**src/rtl/parking_timer.sv**
```systemverilog
// parking_timer: per-slot occupancy timers driven by a 1 Hz tick, plus a
// display controller that shows an exiting car's parked duration for a
// fixed hold time before returning the display to capacity mode.
module parking_timer #(
  parameter int TICK_DIV = 40_000_000,
  parameter int HOLD_SEC = 5
) (
  input  logic       clk,
  input  logic       reset,
  input  logic       entry_signal,
  input  logic [1:0] entry_slot,
  input  logic       exit_signal,
  input  logic [1:0] exit_slot,
  output logic       mode,
  output logic [5:0] minutes,
  output logic [5:0] seconds,
  output logic [3:0] occupied,
  output logic       exit_valid
);

  localparam int PW = (TICK_DIV > 1) ? $clog2(TICK_DIV) : 1;

  typedef enum logic {SHOW_CAP, SHOW_TIME} state_t;

  logic [PW-1:0]      pre_cnt;
  logic               tick;
  logic [3:0]         occ;
  logic [3:0][5:0]    slot_min;
  logic [3:0][5:0]    slot_sec;
  logic               entry_ok;
  logic               exit_ok;
  state_t             state, state_n;
  logic [5:0]         hold, hold_n;
  logic [5:0]         min_n, sec_n;
  logic               mode_n, ev_n;

  // One-second advance of a mm:ss count, pinned at 59:59 instead of wrapping.
  function automatic logic [11:0] advance_sat(input logic [5:0] m, input logic [5:0] s);
    if (m == 6'd59 && s == 6'd59) return {m, s};
    else if (s == 6'd59)          return {m + 6'd1, 6'd0};
    else                          return {m, s + 6'd1};
  endfunction

  assign tick     = (pre_cnt == PW'(TICK_DIV - 1));
  // An exit on a free slot and an entry on an occupied slot are both
  // meaningless, so they are filtered here; this also resolves same-slot
  // entry+exit collisions in favour of whichever one is legal.
  assign exit_ok  = exit_signal  &  occ[exit_slot];
  assign entry_ok = entry_signal & ~occ[entry_slot];
  assign occupied = occ;

  // Prescaler: wraps every TICK_DIV cycles, tick on the last count.
  always_ff @(posedge clk or negedge reset) begin
    if (!reset) pre_cnt <= '0;
    else        pre_cnt <= tick ? '0 : pre_cnt + 1'b1;
  end

  // Slot counters: exit clears, entry starts at 0:00, tick advances occupied slots.
  always_ff @(posedge clk or negedge reset) begin
    if (!reset) begin
      occ      <= '0;
      slot_min <= '0;
      slot_sec <= '0;
    end else begin
      for (int i = 0; i < 4; i++) begin
        if (exit_ok && exit_slot == 2'(i)) begin
          occ[i]      <= 1'b0;
          slot_min[i] <= 6'd0;
          slot_sec[i] <= 6'd0;
        end else if (entry_ok && entry_slot == 2'(i)) begin
          occ[i]      <= 1'b1;
          slot_min[i] <= 6'd0;
          slot_sec[i] <= 6'd0;
        end else if (tick && occ[i]) begin
          {slot_min[i], slot_sec[i]} <= advance_sat(slot_min[i], slot_sec[i]);
        end
      end
    end
  end

  // Display FSM register together with its registered outputs.
  always_ff @(posedge clk or negedge reset) begin
    if (!reset) begin
      state      <= SHOW_CAP;
      hold       <= 6'd0;
      minutes    <= 6'd0;
      seconds    <= 6'd0;
      mode       <= 1'b0;
      exit_valid <= 1'b0;
    end else begin
      state      <= state_n;
      hold       <= hold_n;
      minutes    <= min_n;
      seconds    <= sec_n;
      mode       <= mode_n;
      exit_valid <= ev_n;
    end
  end

  // Next-state: a valid exit always wins over the hold countdown.
  always_comb begin
    state_n = state;
    hold_n  = hold;
    min_n   = minutes;
    sec_n   = seconds;
    ev_n    = 1'b0;
    if (exit_ok) begin
      state_n = SHOW_TIME;
      hold_n  = 6'(HOLD_SEC);
      min_n   = slot_min[exit_slot];
      sec_n   = slot_sec[exit_slot];
      ev_n    = 1'b1;
    end else if (state == SHOW_TIME && tick) begin
      if (hold == 6'd1) begin
        state_n = SHOW_CAP;
        hold_n  = 6'd0;
        min_n   = 6'd0;
        sec_n   = 6'd0;
      end else begin
        hold_n  = hold - 6'd1;
      end
    end
    mode_n = (state_n == SHOW_TIME);
  end

endmodule

```
**config.mk**
```make
export PLATFORM = sky130hd
export DESIGN_NAME = parking_timer
export DESIGN_NICKNAME = d
export VERILOG_FILES = /design/src/rtl/parking_timer.sv
export SDC_FILE = /design/constraint.sdc
export NUM_CORES = 1
export LEC_CHECK = 0
export ABC_AREA = 1
export BUFFER_PORTS_ARGS = -buffer_cell sky130_fd_sc_hd__buf_2
export CAP_MARGIN = 0
export CORE_ASPECT_RATIO = 2
export CORE_MARGIN = 8
export CORE_UTILIZATION = 55
export CTS_CLUSTER_DIAMETER = 50
export DETAILED_ROUTE_END_ITERATION = 10
export HOLD_SLACK_MARGIN = 0.02
export PLACE_DENSITY = 0.74
export SLEW_MARGIN = 20
export SYNTH_ARGS = -nofsm -noshare
export SYNTH_HDL_FRONTEND = slang
export SYNTH_SLANG_ARGS = --single-unit
```
**constraint.sdc**
```tcl
create_clock -name clk -period 2.5 [get_ports clk]
set_clock_uncertainty 0.05 [all_clocks]
set_input_delay 0.5 -clock clk [delete_from_list [all_inputs] [get_ports clk]]
set_output_delay 0.5 -clock clk [all_outputs]
set_load 0.02 [all_outputs]
```
; After elaboration in Yosys (flattened, before gate mapping)
; Index checks and enable logic that the tools add are counted.
[totals]
ff_bits = 98
in_bits = 8
elab_cells = 155
[classes]
n_addsub = 10
order_cmp = 2
eq_ne = 20
mux = 60
bitwise_logic = 3
n_reduce_logical = 42
[op_table]
columns = operator, n
row1 = $mux W6, 33
row2 = $mux W12, 8
row3 = $add A6 B1 Y6 const B, 8
row4 = $eq A6 B6 Y1 const B, 8
row5 = $add A26 B1 Y26 const B, 1
row6 = $eq A26 B26 Y1 const B, 1
row7 = $mux W26, 1
row8 = $bmux W6 S2, 2
row9 = $reduce_bool A3 Y1, 8
row10 = $logic_and A1 B1 Y1, 17
row11 = $mux W1, 14
row12 = $ne A3 B3 Y1 const B, 4
row13 = $reduce_and A3 Y1, 4
row14 = $reduce_bool A2 Y1, 6
row15 = $reduce_and A2 Y1, 5
row16 = $eq A2 B2 Y1 const B, 4
row17 = $eq A6 B1 Y1 const B, 1
row18 = $lt A2 B3 Y1 const B, 2
row19 = $sub A6 B1 Y6 const B, 1
row20 = $bmux W1 S2, 2
row21 = $eq A2 B1 Y1 const B, 2
row22 = $logic_not A2 Y1, 2
row23 = $and A1 B1 Y1, 2
row24 = $not A1 Y1, 1

; Longest topological paths before layout
[depth]
word_depth = 7
depth_mapped = 14

; Worst setup path before layout
; Ideal clock, no wire load.
[synth_timing]
kind = register to register
startpoint = register pre_cnt[0]
endpoint = register minutes[3]
setup_ns = 0.122
arrival_time_ns = 1.610
required_ns = 2.328
slack_ns = 0.717
stages_incl_launch_ff = 12
path_buffers = 1
synth_period_minus_slack_ns = 1.783
path_cell_list = dfrtp_1 -> ha_1 -> nand2_2 -> nor2_4 -> nand2_4 -> nor2_4 -> nand3_1 -> nand2_2 -> nand2_4 -> buf_6 -> nand2_1 -> nand2_1
[synth_between]
elab_chain_len = 4
[synth_lines]
columns = element, line
row1 = "start, declared", 25  ; logic [PW-1:0] pre_cnt;
row2 = "start signal, assigned", 55  ; else pre_cnt <= tick ? '0 : pre_cnt + 1'b1;
row3 = $eq A26 B26 Y1, 44  ; assign tick = (pre_cnt == PW'(TICK_DIV - 1));
row4 = $logic_and A1 B1 Y1, 113  ; end else if (state == SHOW_TIME && tick) begin
row5 = $reduce_bool A2 Y1 (no line), --
row6 = $reduce_and A2 Y1 (no line), --
row7 = "end signal, assigned", 93  ; minutes <= min_n;
row8 = "end, declared", 15  ; output logic [5:0] minutes,
; Every way passes these cells.
; A chain may end at the register's enable or synchronous reset.

; Worst setup path after layout
[layout_timing]
startpoint = register pre_cnt[0]
endpoint = register slot_sec[6] (netlist bit)
[layout_between]
elab_chain_len = 4
[layout_lines]
columns = element, line
row1 = $eq A26 B26 Y1, 44
row2 = $logic_and A1 B1 Y1, 74  ; end else if (tick && occ[i]) begin
row3 = $reduce_bool A3 Y1 (no line), --
row4 = $reduce_and A2 Y1 (no line), --
row5 = "end signal, assigned by index", 75  ; {slot_min[i], slot_sec[i]} <= advance_sat(slot_min[i], slot_sec[i]);
row6 = "end, declared", 29  ; logic [3:0][5:0] slot_sec;
; Every way passes these cells.

==> results.toml <==
[floorplan]
fp.dieW_um = 90.15
die_h_um = 164.3
row_count = 54
ioPinCount = 26
initial_core_utilization_pct = 55.95
die-area_um2 = 14810
placeableCoreArea_um2 = 10810

[synthesis]
synth.largest_area_cell = "dfrtp_1"
synth.top_cell.area_share_pct = 40.55
yosys.area_share.adder_pct = 2.276
ys_top_cells_by_area = "dfrtp_1 (41%), nand2_1 (14%), nand3_1 (8.4%), inv_1 (6.8%), nor2_1 (6.8%)"
postSynthRegisterBits = 98
post_synth_xor_area_fraction_pct = 6.951
average_instance_area_after_synthesis_um2 = 7.166
mappedNetlistNets = 863
yosysWarningCount = 0
synth_simple_gate_area_share_pct = 36.04
sequential_share_of_the_synthesized_area_pct = 40.55
synth-compound-area-share_pct = 6.082
netlist_instances = 844
netlist-cell-type-count = 34
synth_top_family_by_area = "simple AND/OR/NAND/NOR gates"
mappedNetlistArea_um2 = 6048
synth_mux_area_share_pct = 0

[final_layout]
layout.cells.non_filler = 1025
area_growth_syn_to_layout_pct = 10.14
fraction_of_layout_cells_with_a_size_suffix_above_1_pct = 8.145
final_nets = 898

[global_routing]
top_usage_layer = "met2"
grt_pass1_vias = 5891
globalRouteMet1Util_pct = 22.75
grt_first_pass_wirelength_um = 28170
maximum_number_of_pins_on_one_net_before_global_route_repair = 41
grt_use_total_pct = 23.77
grt_antenna_before_repair = 1
grt_util_met3_pct = 3.432
grt_overflow = 0
global_route.usage.met2_pct = 43.77

[placed_design]
port_buffers = 25
gp_congestion = 1.015
place.detailed.instances = 1008
detailed_place_hpwl_um = 13420

[worst_setup_path]
critical_path.cell_chain = "ha_1 > nand2_2 > nor2_4 > nand2_4 > inv_1 > nand4_1 > nor2_1 > nand3_1 > nand2_1"
worstPathArrival_ns = 2.40
path_class = "flip-flop to flip-flop"
crit_required_ns = 2.73
critical_path_buf_inv_count = 1
worst_path_max_delay_cell = "dfrtp_1"
critPathMaxStageDelay_ns = 0.42
cp_max_fo = 7
worst_setup_path_start_kind = "flip-flop"
timing.critical_path.to_type = "flip-flop"
critical_path.top_delay_family = "simple AND/OR/NAND/NOR gates"

[sta]
finalCritPeriodShare_pct = 86.82
unrepaired_setup_endpoints_after_global_routing = "no"
finalHoldViolations = 0
setup_violations = 0
maxSlewHeadroom_pct = 59.85
slew_viol_final = 0
transition_time_at_the_pin_with_the_least_slew_margin_ns = 0.5959
layout_min_cycle_time_ns = 2.171
finalSetupTns_ns = 0
achievable-frequency_mhz = 460.7

[drt]
detailedRoute.firstIterationViolations = 418
drc = 0
drt-pass1-iter-count = 6
antenna_violation_net_count_after_detailed_routing = 0
drt-wirelength-per-cell_um = 16.77
postRouteWirelength_um = 17190
drt-vias-per-instance = 5.736
vias = 5879

[status]
outcome = "complete, no violations"

[clocking]
post_cts_resize_count = 0
cts_inserted_buffers = 9
tritoncts = "done"
path_clk_slew_ns = 0.07
clock-root-buffer = "clkbuf_16"
post_cts_hold_buffer_count = 0
clk_path_buf_depth = 2
clock_insertion_delay_worst_skew_ns = 0.35
post_cts_buffers = 0
clock_sinks = 98
cts_htree_levels = 3

[power]
p_total_mw = 4.343
power_density_nw_per_um2 = 652.0
leakage_nw = 3.513
worst_ir_drop_vdd_v = 0.0004203

[flow_run]
drv_cap = 0

[worst_hold_path]
hold_path.class = "input port to asynchronous set/reset pin"
==> stage by stage <==
step | utilization (%) | area [um^2] | hold slack [ns] | setup WS [ns]
after global routing | 61.62 | 6661 | 0.1197 | 0.1522
final | 61.62 | 6661 | 0.07794 | 0.3294
after floorplan | - | 6048 | 0.1544 | 0.7174
after global placement | 58.78 | 6355 | 0.4015 | 0.3740
after detailed placement | 58.78 | 6355 | 0.4089 | 0.3402
after CTS | 61.60 | 6659 | 0.1022 | 0.3744
==> registers in the layout, summed over array words and instances, names as in the netlist <==
signal,count
slot_sec,24
hold,6
minutes,6
pre_cnt,26
slot_min,24
exit_valid,1
occupied,4
state,1
seconds,6
==> path summary, 6_finish.rpt <==
kind	startpoint	endpoint	slack, ns	cells past startpoint
min	reset	pre_cnt[25]	0.08	1
max in group asynchronous	reset	slot_sec[11]	1.56	2
max reg2reg	pre_cnt[0]	slot_sec[6]	0.33	9
min reg2reg	minutes[1]	minutes[1]	0.42	2
min in group clk	minutes[1]	minutes[1]	0.42	2
max	pre_cnt[0]	slot_sec[6]	0.33	9
==> cell usage after synthesis, drive strengths merged <==
| cell type | count |
|---|---|
| dfrtp | 98 |
| nand3b | 1 |
| clkbuf | 3 |
| nand2 | 240 |
| o221ai | 2 |
| a21boi | 1 |
| nand3 | 104 |
| o21bai | 1 |
| nor3 | 12 |
| nor2 | 115 |
| buf | 6 |
| a21oi | 12 |
| o211ai | 3 |
| xor2 | 41 |
| nand4 | 24 |
| nor4 | 1 |
| inv | 114 |
| ha | 11 |
| o22ai | 18 |
| or2 | 1 |
| xnor2 | 7 |
| o21ai | 28 |
| clkinv | 1 |
==> cell type report <==
type | count | area, um^2
Fill cell | 1014 | 4149
Multi-Input combinational cell | 622 | 3105
Sequential cell | 98 | 2452
Inverter | 115 | 434.2
Clock buffer | 10 | 229.0
Timing Repair Buffer | 33 | 187.7
Tap cell | 140 | 175.2
Clock inverter | 6 | 75.07
Antenna cell | 1 | 2.502
==> power breakdown <==
group          internal, mW  switching [mW]  leakage (nW)
clock network         0.791           0.639         0.139
registers              1.74           0.162          1.32
logic                 0.317           0.698          2.05
==> placed cells by master (no fill, tap or decap), types with 2 or more instances in the layout <==
| cell type | netlist | final |
|---|---|---|
| a21oi_1 | 12 | 12 |
| buf_2 | 3 | 24 |
| buf_4 | 1 | 9 |
| clkbuf_16 | 0 | 9 |
| clkinvlp_4 | 0 | 3 |
| dfrtp_1 | 98 | 98 |
| ha_1 | 11 | 11 |
| inv_1 | 109 | 109 |
| inv_2 | 4 | 4 |
| inv_8 | 0 | 2 |
| nand2_1 | 232 | 232 |
| nand2_2 | 5 | 5 |
| nand2_4 | 3 | 3 |
| nand3_1 | 101 | 101 |
| nand3_2 | 3 | 3 |
| nand4_1 | 23 | 23 |
| nor2_1 | 109 | 109 |
| nor2_4 | 5 | 5 |
| nor3_1 | 12 | 12 |
| o211ai_1 | 3 | 3 |
| o21ai_0 | 26 | 26 |
| o21ai_1 | 2 | 2 |
| o221ai_1 | 2 | 2 |
| o22ai_1 | 18 | 18 |
| xnor2_1 | 7 | 7 |
| xor2_1 | 41 | 41 |
==> worst reg2reg max path, delay by kind of cell (launching register included) <==
family,cells,cell delay (ns)
fa+ha+maj,1,0.27
buf+inv,1,0.09
flops,1,0.42
simple gates,7,1.29
==> routing by layer <==
layer / vias up / share of wire, %
met1: 2776 / 36
met4: 0 / 8.1
li1: 2774 / -
met5: - / 0
met3: 97 / 4.4
met2: 232 / 52
==> kinds of logic (layout without fill, tap and decap cells) <==
| logic type | Yosys count | count (layout) |
|---|---|---|
| XOR/XNOR | 48 | 48 |
| AO/OA/AOI/OAI | 65 | 65 |
| other | 0 | 1 |
| AND/OR/NAND/NOR | 498 | 498 |
| flip-flops | 98 | 98 |
| adder cells (fa/ha/maj) | 11 | 11 |
| buffers and inverters | 124 | 164 |
Note: power is estimated with default switching activity, not from simulation.
